<file path="src/rtl/traffic_light_monitor.sv">
// traffic_light_monitor: passive checker of the NS/EW light outputs.
// Define TRAFFIC_LIGHT_ALLRED_PHASE_EN to accept an all-red clearance phase.
module traffic_light_monitor #(
  parameter int GREEN_CYCLES  = 6,
  parameter int YELLOW_CYCLES = 3,
  parameter int ALLRED_CYCLES = 1,
  parameter int CNT_W         = 8
) (
  input  logic             clk,
  input  logic             reset,
  input  logic [2:0]       nslight,
  input  logic [2:0]       ewlight,
  input  logic             clr_err,
  output logic [1:0]       phase,
  output logic             phase_valid,
  output logic             in_allred,
  output logic             err_encoding,
  output logic             err_sequence,
  output logic             err_duration,
  output logic             err_sticky,
  output logic [CNT_W-1:0] err_count,
  output logic             cycle_done,
  output logic [CNT_W-1:0] cycle_count
);

`ifdef TRAFFIC_LIGHT_ALLRED_PHASE_EN
  localparam bit AR_EN = 1'b1;
`else
  localparam bit AR_EN = 1'b0;
`endif

  localparam logic [CNT_W-1:0] MAXV = '1;
  localparam logic [CNT_W-1:0] ONE = CNT_W'(1);
  localparam logic [CNT_W:0] REQ_G = (CNT_W+1)'(GREEN_CYCLES);
  localparam logic [CNT_W:0] REQ_Y = (CNT_W+1)'(YELLOW_CYCLES);
  localparam logic [CNT_W:0] REQ_A = (CNT_W+1)'(ALLRED_CYCLES);

  typedef enum logic {S_SYNC, S_TRACK} state_t;

  state_t           r_state, w_state_nx;
  logic [1:0]       r_phase, w_phase_nx;
  logic             r_allred, w_allred_nx;
  logic             r_valid, w_valid_nx;
  logic [CNT_W-1:0] r_dwell, w_dwell_nx;
  logic             r_first, w_first_nx;
  logic             r_enc, w_enc_nx;
  logic             r_seq, w_seq_nx;
  logic             r_dur, w_dur_nx;
  logic             r_done, w_done_nx;
  logic             r_sticky, w_sticky_nx;
  logic [CNT_W-1:0] r_ecnt, w_ecnt_nx;
  logic [CNT_W-1:0] r_ccnt, w_ccnt_nx;

  logic [5:0]       w_pair;
  logic             w_legal;
  logic             w_ar;
  logic [1:0]       w_dec;
  logic [CNT_W:0]   w_req;
  logic [CNT_W:0]   w_dwell_q;
  logic [1:0]       w_opp;
  logic [1:0]       w_nxt;
  logic             w_same;
  logic             w_expect;
  logic             w_short;
  logic             w_at_req;
  logic             w_any;

  assign w_pair = {nslight, ewlight};
  assign w_ar   = AR_EN && (w_pair == 6'b100_100);

  always_comb begin
    w_legal = 1'b1;
    w_dec   = 2'b00;
    unique case (1'b1)
      (w_pair == 6'b001_100): w_dec = 2'b00;
      (w_pair == 6'b010_100): w_dec = 2'b01;
      (w_pair == 6'b100_001): w_dec = 2'b10;
      (w_pair == 6'b100_010): w_dec = 2'b11;
      default:                w_legal = 1'b0;
    endcase
  end

  always_comb begin
    if (r_allred)        w_req = REQ_A;
    else if (r_phase[0]) w_req = REQ_Y;
    else                 w_req = REQ_G;
  end

  // all-red keeps the yellow (or green) it came from; exit is the other green
  assign w_opp     = {~r_phase[1], 1'b0};
  assign w_nxt     = r_phase + 2'd1;
  assign w_dwell_q = {1'b0, r_dwell};
  assign w_short   = !r_first && (w_dwell_q < w_req);
  assign w_at_req  = !r_first && (w_dwell_q == w_req);

  assign w_same = r_allred ? w_ar
                           : (w_legal && (w_dec == r_phase));
  assign w_expect = r_allred
                  ? (w_legal && (w_dec == w_opp))
                  : ((w_legal && (w_dec == w_nxt))
                     || (r_phase[0] && w_ar));

  always_comb begin
    w_state_nx  = r_state;
    w_phase_nx  = r_phase;
    w_allred_nx = r_allred;
    w_valid_nx  = r_valid;
    w_dwell_nx  = r_dwell;
    w_first_nx  = r_first;
    w_enc_nx    = 1'b0;
    w_seq_nx    = 1'b0;
    w_dur_nx    = 1'b0;
    w_done_nx   = 1'b0;
    unique case (r_state)
      S_SYNC: begin
        if (w_legal) begin
          w_state_nx  = S_TRACK;
          w_phase_nx  = w_dec;
          w_allred_nx = 1'b0;
          w_valid_nx  = 1'b1;
          w_dwell_nx  = ONE;
          w_first_nx  = 1'b1;
        end
      end
      S_TRACK: begin
        if (!(w_legal || w_ar)) begin
          w_enc_nx    = 1'b1;
          w_state_nx  = S_SYNC;
          w_valid_nx  = 1'b0;
          w_allred_nx = 1'b0;
        end else if (w_same) begin
          if (r_dwell != MAXV) w_dwell_nx = r_dwell + ONE;
          w_dur_nx = w_at_req;
        end else begin
          w_dwell_nx  = ONE;
          w_allred_nx = w_ar;
          if (!w_ar) w_phase_nx = w_dec;
          if (w_expect) begin
            w_dur_nx   = w_short;
            w_first_nx = 1'b0;
            w_done_nx  = (r_phase == 2'b11) && w_legal
                         && (w_dec == 2'b00);
          end else begin
            w_seq_nx   = 1'b1;
            w_first_nx = 1'b1;
          end
        end
      end
      default: w_state_nx = S_SYNC;
    endcase
  end

  assign w_any = w_enc_nx | w_seq_nx | w_dur_nx;

  always_comb begin
    w_sticky_nx = r_sticky;
    w_ecnt_nx   = r_ecnt;
    if (w_any) begin
      w_sticky_nx = 1'b1;
      if (clr_err)              w_ecnt_nx = ONE;
      else if (r_ecnt != MAXV)  w_ecnt_nx = r_ecnt + ONE;
    end else if (clr_err) begin
      w_sticky_nx = 1'b0;
      w_ecnt_nx   = '0;
    end
  end

  assign w_ccnt_nx = w_done_nx ? r_ccnt + ONE : r_ccnt;

  always_ff @(posedge clk or negedge reset) begin
    if (!reset) begin
      r_state  <= S_SYNC;
      r_phase  <= 2'b00;
      r_allred <= 1'b0;
      r_valid  <= 1'b0;
      r_dwell  <= '0;
      r_first  <= 1'b1;
      r_enc    <= 1'b0;
      r_seq    <= 1'b0;
      r_dur    <= 1'b0;
      r_done   <= 1'b0;
      r_sticky <= 1'b0;
      r_ecnt   <= '0;
      r_ccnt   <= '0;
    end else begin
      r_state  <= w_state_nx;
      r_phase  <= w_phase_nx;
      r_allred <= w_allred_nx;
      r_valid  <= w_valid_nx;
      r_dwell  <= w_dwell_nx;
      r_first  <= w_first_nx;
      r_enc    <= w_enc_nx;
      r_seq    <= w_seq_nx;
      r_dur    <= w_dur_nx;
      r_done   <= w_done_nx;
      r_sticky <= w_sticky_nx;
      r_ecnt   <= w_ecnt_nx;
      r_ccnt   <= w_ccnt_nx;
    end
  end

  assign phase        = r_phase;
  assign phase_valid  = r_valid;
  assign err_encoding = r_enc;
  assign err_sequence = r_seq;
  assign err_duration = r_dur;
  assign err_sticky   = r_sticky;
  assign err_count    = r_ecnt;
  assign cycle_done   = r_done;
  assign cycle_count  = r_ccnt;

`ifdef TRAFFIC_LIGHT_ALLRED_PHASE_EN
  assign in_allred = r_allred;
`else
  assign in_allred = 1'b0;
`endif

endmodule

</file>
<file path="config.mk">
export PLATFORM = sky130hd
export DESIGN_NAME = traffic_light_monitor
export DESIGN_NICKNAME = d
export VERILOG_FILES = /design/src/rtl/traffic_light_monitor.sv
export SDC_FILE = /design/constraint.sdc
export NUM_CORES = 1
export LEC_CHECK = 0
export ABC_AREA = 1
export CORE_UTILIZATION = 54
export CTS_CLUSTER_DIAMETER = 150
export DETAILED_ROUTE_END_ITERATION = 8
export PLACE_DENSITY_LB_ADDON = 0.1
export SLEW_MARGIN = 20
export SYNTH_ARGS = -nofsm -noshare
export SYNTH_HDL_FRONTEND = slang
export SYNTH_SLANG_ARGS = --single-unit
export TNS_END_PERCENT = 30
</file>
<file path="constraint.sdc">
create_clock -name clk -period 2.16 [get_ports clk]
set_clock_uncertainty 0.15 [all_clocks]
set_input_delay 0.648 -clock clk [delete_from_list [all_inputs] [get_ports clk]]
set_output_delay 0.648 -clock clk [all_outputs]
set_load 0.02 [all_outputs]
</file>
# Word level (Yosys, flattened, before mapping)
# Cells that the tools add are included.
[totals] regBits=35 inputBits=9 out_inout_bits=25 word_cells=102
[classes] n_addsub=4 muxes=46 reduce_logical=17 n_eq_ne=17 magnitude_cmp=1 n_bitwise=4
[op_table] cell="$mux 8" count=8
[op_table] cell="$mux 1" count=27
[op_table] cell="$add 8x1->8 const B" count=3
[op_table] cell="$ne 8x8->1 const B" count=2
[op_table] cell="$pmux 8 s2" count=1
[op_table] cell="$eq 6x6->1 const B" count=2
[op_table] cell="$eq 8x9->1" count=1
[op_table] cell="$lt 8x9->1" count=1
[op_table] cell="$mux 9" count=1
[op_table] cell="$logic_and 1x1->1" count=7
[op_table] cell="$eq 2x2->1" count=3
[op_table] cell="$eq 6x4->1 const B" count=1
[op_table] cell="$eq 6x5->1 const B" count=1
[op_table] cell="$mux 2" count=3
[op_table] cell="$ne 2x2->1 const B" count=3
[op_table] cell="$pmux 1 s2" count=3
[op_table] cell="$pmux 2 s3" count=1
[op_table] cell="$reduce_and 2->1" count=3
[op_table] cell="$reduce_and 3->1" count=2
[op_table] cell="$pmux 2 s2" count=1
[op_table] cell="$reduce_bool 2->1" count=2
[op_table] cell="$reduce_or 4->1" count=1
[op_table] cell="$mux 3" count=1
[op_table] cell="$ne 3x2->1 const B" count=1
[op_table] cell="8 further kinds" count=10

# Logic depth before layout (Yosys ltp)
[logic_depth] ltp_word=13 ltp_mapped=15 depth_no_buf=15

# Worst setup path after synthesis
# No wires, ideal clock.
[synth_path] kind="in2reg" startpoint="input nslight[1]" endpoint="register r_dwell[3]" path_buffers=0 setup_slack_ns=-0.281 setup_ns=0.120 t_arrival_ns=2.171 cell_stages=12 required_ns=1.890 cell_sequence="inv_1 -> nand2_1 -> nor2_4 -> nand2_4 -> nand3_4 -> inv_2 -> ha_1 -> nor2_1 -> nand2_1 -> nor2_1 -> xor2_1 -> nor2_1"
[synth_between] elab_chain_len=8 word_cells_on_any_way=17 cone_classes="eq/ne: 8; mux: 6; reduce/logical: 3"
[synth_lines] item="from (decl)" line="11" source="input logic [2:0] nslight,"
[synth_lines] item="$eq 6x4->1 (tied with other cells)" line="75" source="(w_pair == 6'b001_100): w_dec = 2'b00;"
[synth_lines] item="$reduce_or 4->1 (no source line) (*)"
[synth_lines] item="$mux 1 (*)" line="74" source="unique case (1'b1)"
[synth_lines] item="net w_legal" line="55" source="logic w_legal;"
[synth_lines] item="$logic_and 1x1->1" line="97" source=": (w_legal && (w_dec == r_phase));"
[synth_lines] item="$mux 1" line="96" source="assign w_same = r_allred ? w_ar"
[synth_lines] item="$mux 8" line="131" source="end else if (w_same) begin"
[synth_lines] item="$mux 8" line="126" source="if (!(w_legal || w_ar)) begin"
[synth_lines] item="$pmux 8 s2" line="114" source="unique case (r_state)"
[synth_lines] item="to (signal assigned)" line="190" source="r_dwell <= w_dwell_nx;"
[synth_lines] item="to (decl)" line="44" source="logic [CNT_W-1:0] r_dwell, w_dwell_nx;"
# Mark *: on every way through the listed nets, which the timed path passes. The rest lies on a longest branch. The select of a mux whose other input is x is not followed.
# A chain may end at the register's enable or synchronous reset.

# Worst setup path in the final report
[layout_path] startpoint="register r_ccnt[7], in the netlist cycle_count[7]" endpoint="output cycle_count[7]"
[layout_lines] item="from (decl)" line="52" source="logic [CNT_W-1:0] r_ccnt, w_ccnt_nx;"
[layout_lines] item="from (signal assigned)" line="198" source="r_ccnt <= w_ccnt_nx;"
[layout_lines] item="to (decl)" line="23" source="output logic [CNT_W-1:0] cycle_count"
# No word-level cell between the ends.

==> results.toml <==
[power]
totalPowerFinal_mw = 1.523
clockPowerShare = 0.332
cellLeakagePower_nw = 1.531
peakVddDrop_mv = 0.4749
combPwrFrac = 0.210
powerDensity_nw_per_um2 = 523.5
seqPwrFrac = 0.458
p_int_mw = 1.048
sw_frac_of_total = 0.3117
switchingPower_mw = 0.4747

[logic_synthesis]
muxShareOfSynthArea = 0
synth_adder_area_share = 0.04627
synthesis.area_um2 = 2163
syn_nets = 277
ys_ff_latch = 34
syn_avg_cell_area_um2 = 8.320
synth_area_leader_cell = "dfrtp_1"
ys_seq_area_frac = 0.3939
synth_cell_types = 30
synth-xor-area-share = 0.06073
syn_inst = 260
yosys.area_share.simple = 0.4020
synth-compound-area-share = 0.03412
synth_top_cell_area_share = 0.3817
synth_top_family_by_area = "simple AND/OR/NAND/NOR gates"
yosysWarnings = 0
synth_area_leaders = "dfrtp_1 38%, nand2_1 10%, nand3_1 5.8%"

[sta]
hold_viol = 0
holdWs_ns = 0.3550
finalSetupViolCount = 0
max_freq_mhz = 477.1
maxSlewViolCount = 0
grt_setup_unrepaired = "yes"
period_needed_ns = 2.096
fin_tns_setup_ns = 0
setup_ws_ns = 0.06405
finalCritPeriodShare = 0.9703

[routing]
vias_per_cell = 5.289
antenna_left = 0
drt_iter0_drc = 96
routed_wl_um = 4829
first_pass_iters = 4
drc = 0
vias = 1957
routedWlPerCell_um = 13.05

[critical_path]
r2r_slack_ns = 0.14
critical_path.slowest_cell = "clkdlybuf4s50_1"
path_cells = "clkdlybuf4s50_1"
crit_buf_inv = 1
crit_fanout = 3
crit_path_end_kind = "output pin"
max_stage_delay_ns = 0.62
crit_arrival_ns = 1.30
worst_path_dominant_cell_family = "buffers and inverters"
cp.required_ns = 1.36
critical_path_class = "register to output pin"
critPathLaunchType = "register"

[place]
dp_cells = 350
port_buffers = 32
dp_hpwl_um = 3205
pre_cts_ws_ns = -0.5683
placed_cell_area_um2 = 2666
gp_congestion = 0.8479

[layout]
final_nets = 338
drive_above_1_share = 0.3075
areaGrowthSynthToFinish_pct = 34.47
fin_util = 0.7771
finalNonFillerCells = 370
n_antenna_cell = 0
fin_area_um2 = 2909

[clock_tree]
h-tree-depth = 2
clock_insertion_delay_worst_skew_ns = 0.30
cts.sinks = 34
cts.hold.buffers_added = 0
cts.reportedPaths.clkPinSlew_ns = 0.07
cts_tree = "yes"
cts-root-buf = "clkbuf_8"
clk_path_buf_depth = 2
cts_buffers = 5

[die]
placementRows = 22
die_area_um2 = 4263
die_w_um = 65.30
num_io_pins = 34
die_h_um = 65.30
coreArea_um2 = 3744
initial_core_util = 0.5779

[run]
drv_cap = 0

[min_path]
hold_class = "register to register"

[grt]
grt_pass1_wl_um = 8466
grt_max_degree = 35
grt_pass1_vias = 1882
grt-ovfl-total = 0
grt_use_total = 0.2596
antenna_found_initial = 0

[outcome]
outcome = "finished, final reports clean"
## power groups by stage
stage	clock [mW]	sequential [mW]	combinational, mW
floorplan	0	0.716	0.172
global placement	0	0.707	0.282
detailed placement	0	0.706	0.291
CTS	0.520	0.695	0.300
global route	0.541	0.702	0.360
finish	0.506	0.697	0.320
## Yosys cell counts (all sizes together)
library cell and instances:
nand2 71, nand3 39, dfrtp 33, nor2 30, inv 28, nand4 10, xor2 10, ha 8
o21ai 6, a21oi 5, nor3 5, xnor2 5, clkinv 3, buf 2, a211oi 1, a21boi 1
conb 1, dfstp 1, nor4 1
## final cells by class
| type | count | area (um^2) |
|---|---|---|
| Sequential cell | 34 | 853.3 |
| Timing Repair Buffer | 54 | 489.2 |
| Tap cell | 48 | 60.06 |
| Clock inverter | 2 | 12.51 |
| Clock buffer | 6 | 82.58 |
| Fill cell | 284 | 834.6 |
| Multi-Input combinational cell | 195 | 1291 |
| Inverter | 31 | 120.1 |
## cell families (layout without fill, tap and decap cells)
group | Yosys count | after routing
AND/OR/NAND/NOR | 156 | 158
flip-flops | 34 | 34
buffers and inverters | 33 | 93
XOR/XNOR | 15 | 15
AO/OA/AOI/OAI | 13 | 13
adder cells (fa/ha/maj) | 8 | 8
other | 1 | 1
## final timing paths
check                           cells after the start            from             end
worst max-delay path                                1  cycle_count[7]  cycle_count[7]
worst min-delay path                                2      err_sticky      err_sticky
worst max register to register                     11        phase[0]    err_count[6]
worst min register to register                      2      err_sticky      err_sticky
max in group asynchronous                           2           reset         r_first
min in group asynchronous                           2           reset        phase[1]
## flip-flops by register name, summed over array words and instances (netlist names)
| register | flops |
|---|---|
| cycle_count | 8 |
| cycle_done | 1 |
| err_count | 8 |
| err_duration | 1 |
| err_encoding | 1 |
| err_sequence | 1 |
| err_sticky | 1 |
| phase | 2 |
| phase_valid | 1 |
| r_dwell | 8 |
| r_first | 1 |
| r_state | 1 |
## layout by cell type (no fill, tap or decap), types with 2 or more instances in the layout
master           instances
nand2_4                  8
clkinv_1                 2
nor2_2                   3
buf_4                   20
xnor2_1                  5
nand4_1                 10
inv_2                    7
nor3_1                   4
clkbuf_2                 4
clkbuf_8                 6
nand3_4                  4
nor2_1                  18
dlymetal6s2s_1           6
xor2_1                  10
dfrtp_1                 32
ha_1                     6
nand2_1                 52
inv_1                   20
nor2_4                   9
a21oi_1                  4
nand3_1                 24
nand2_2                 12
clkdlybuf4s50_1         10
nand3_2                 11
dlygate4sd2_1           10
o21ai_0                  6
clkinv_2                 2
buf_12                   2
## timing repair
item,in CTS,in global routing
endpoints found under the setup margin,40,32
gates resized for setup,31,29
cloned,1,1
pin swaps,9,21
buffers inserted,5,5
## metal layers
layer	global-route usage	vias up	wire length, um
met5	0	-	0
met1	0.3407	927	2174
met2	0.4175	53	2349
met3	0.05208	6	236
met4	0.1033	0	70
li1	-	971	-
(Power assumes the default switching activity.)
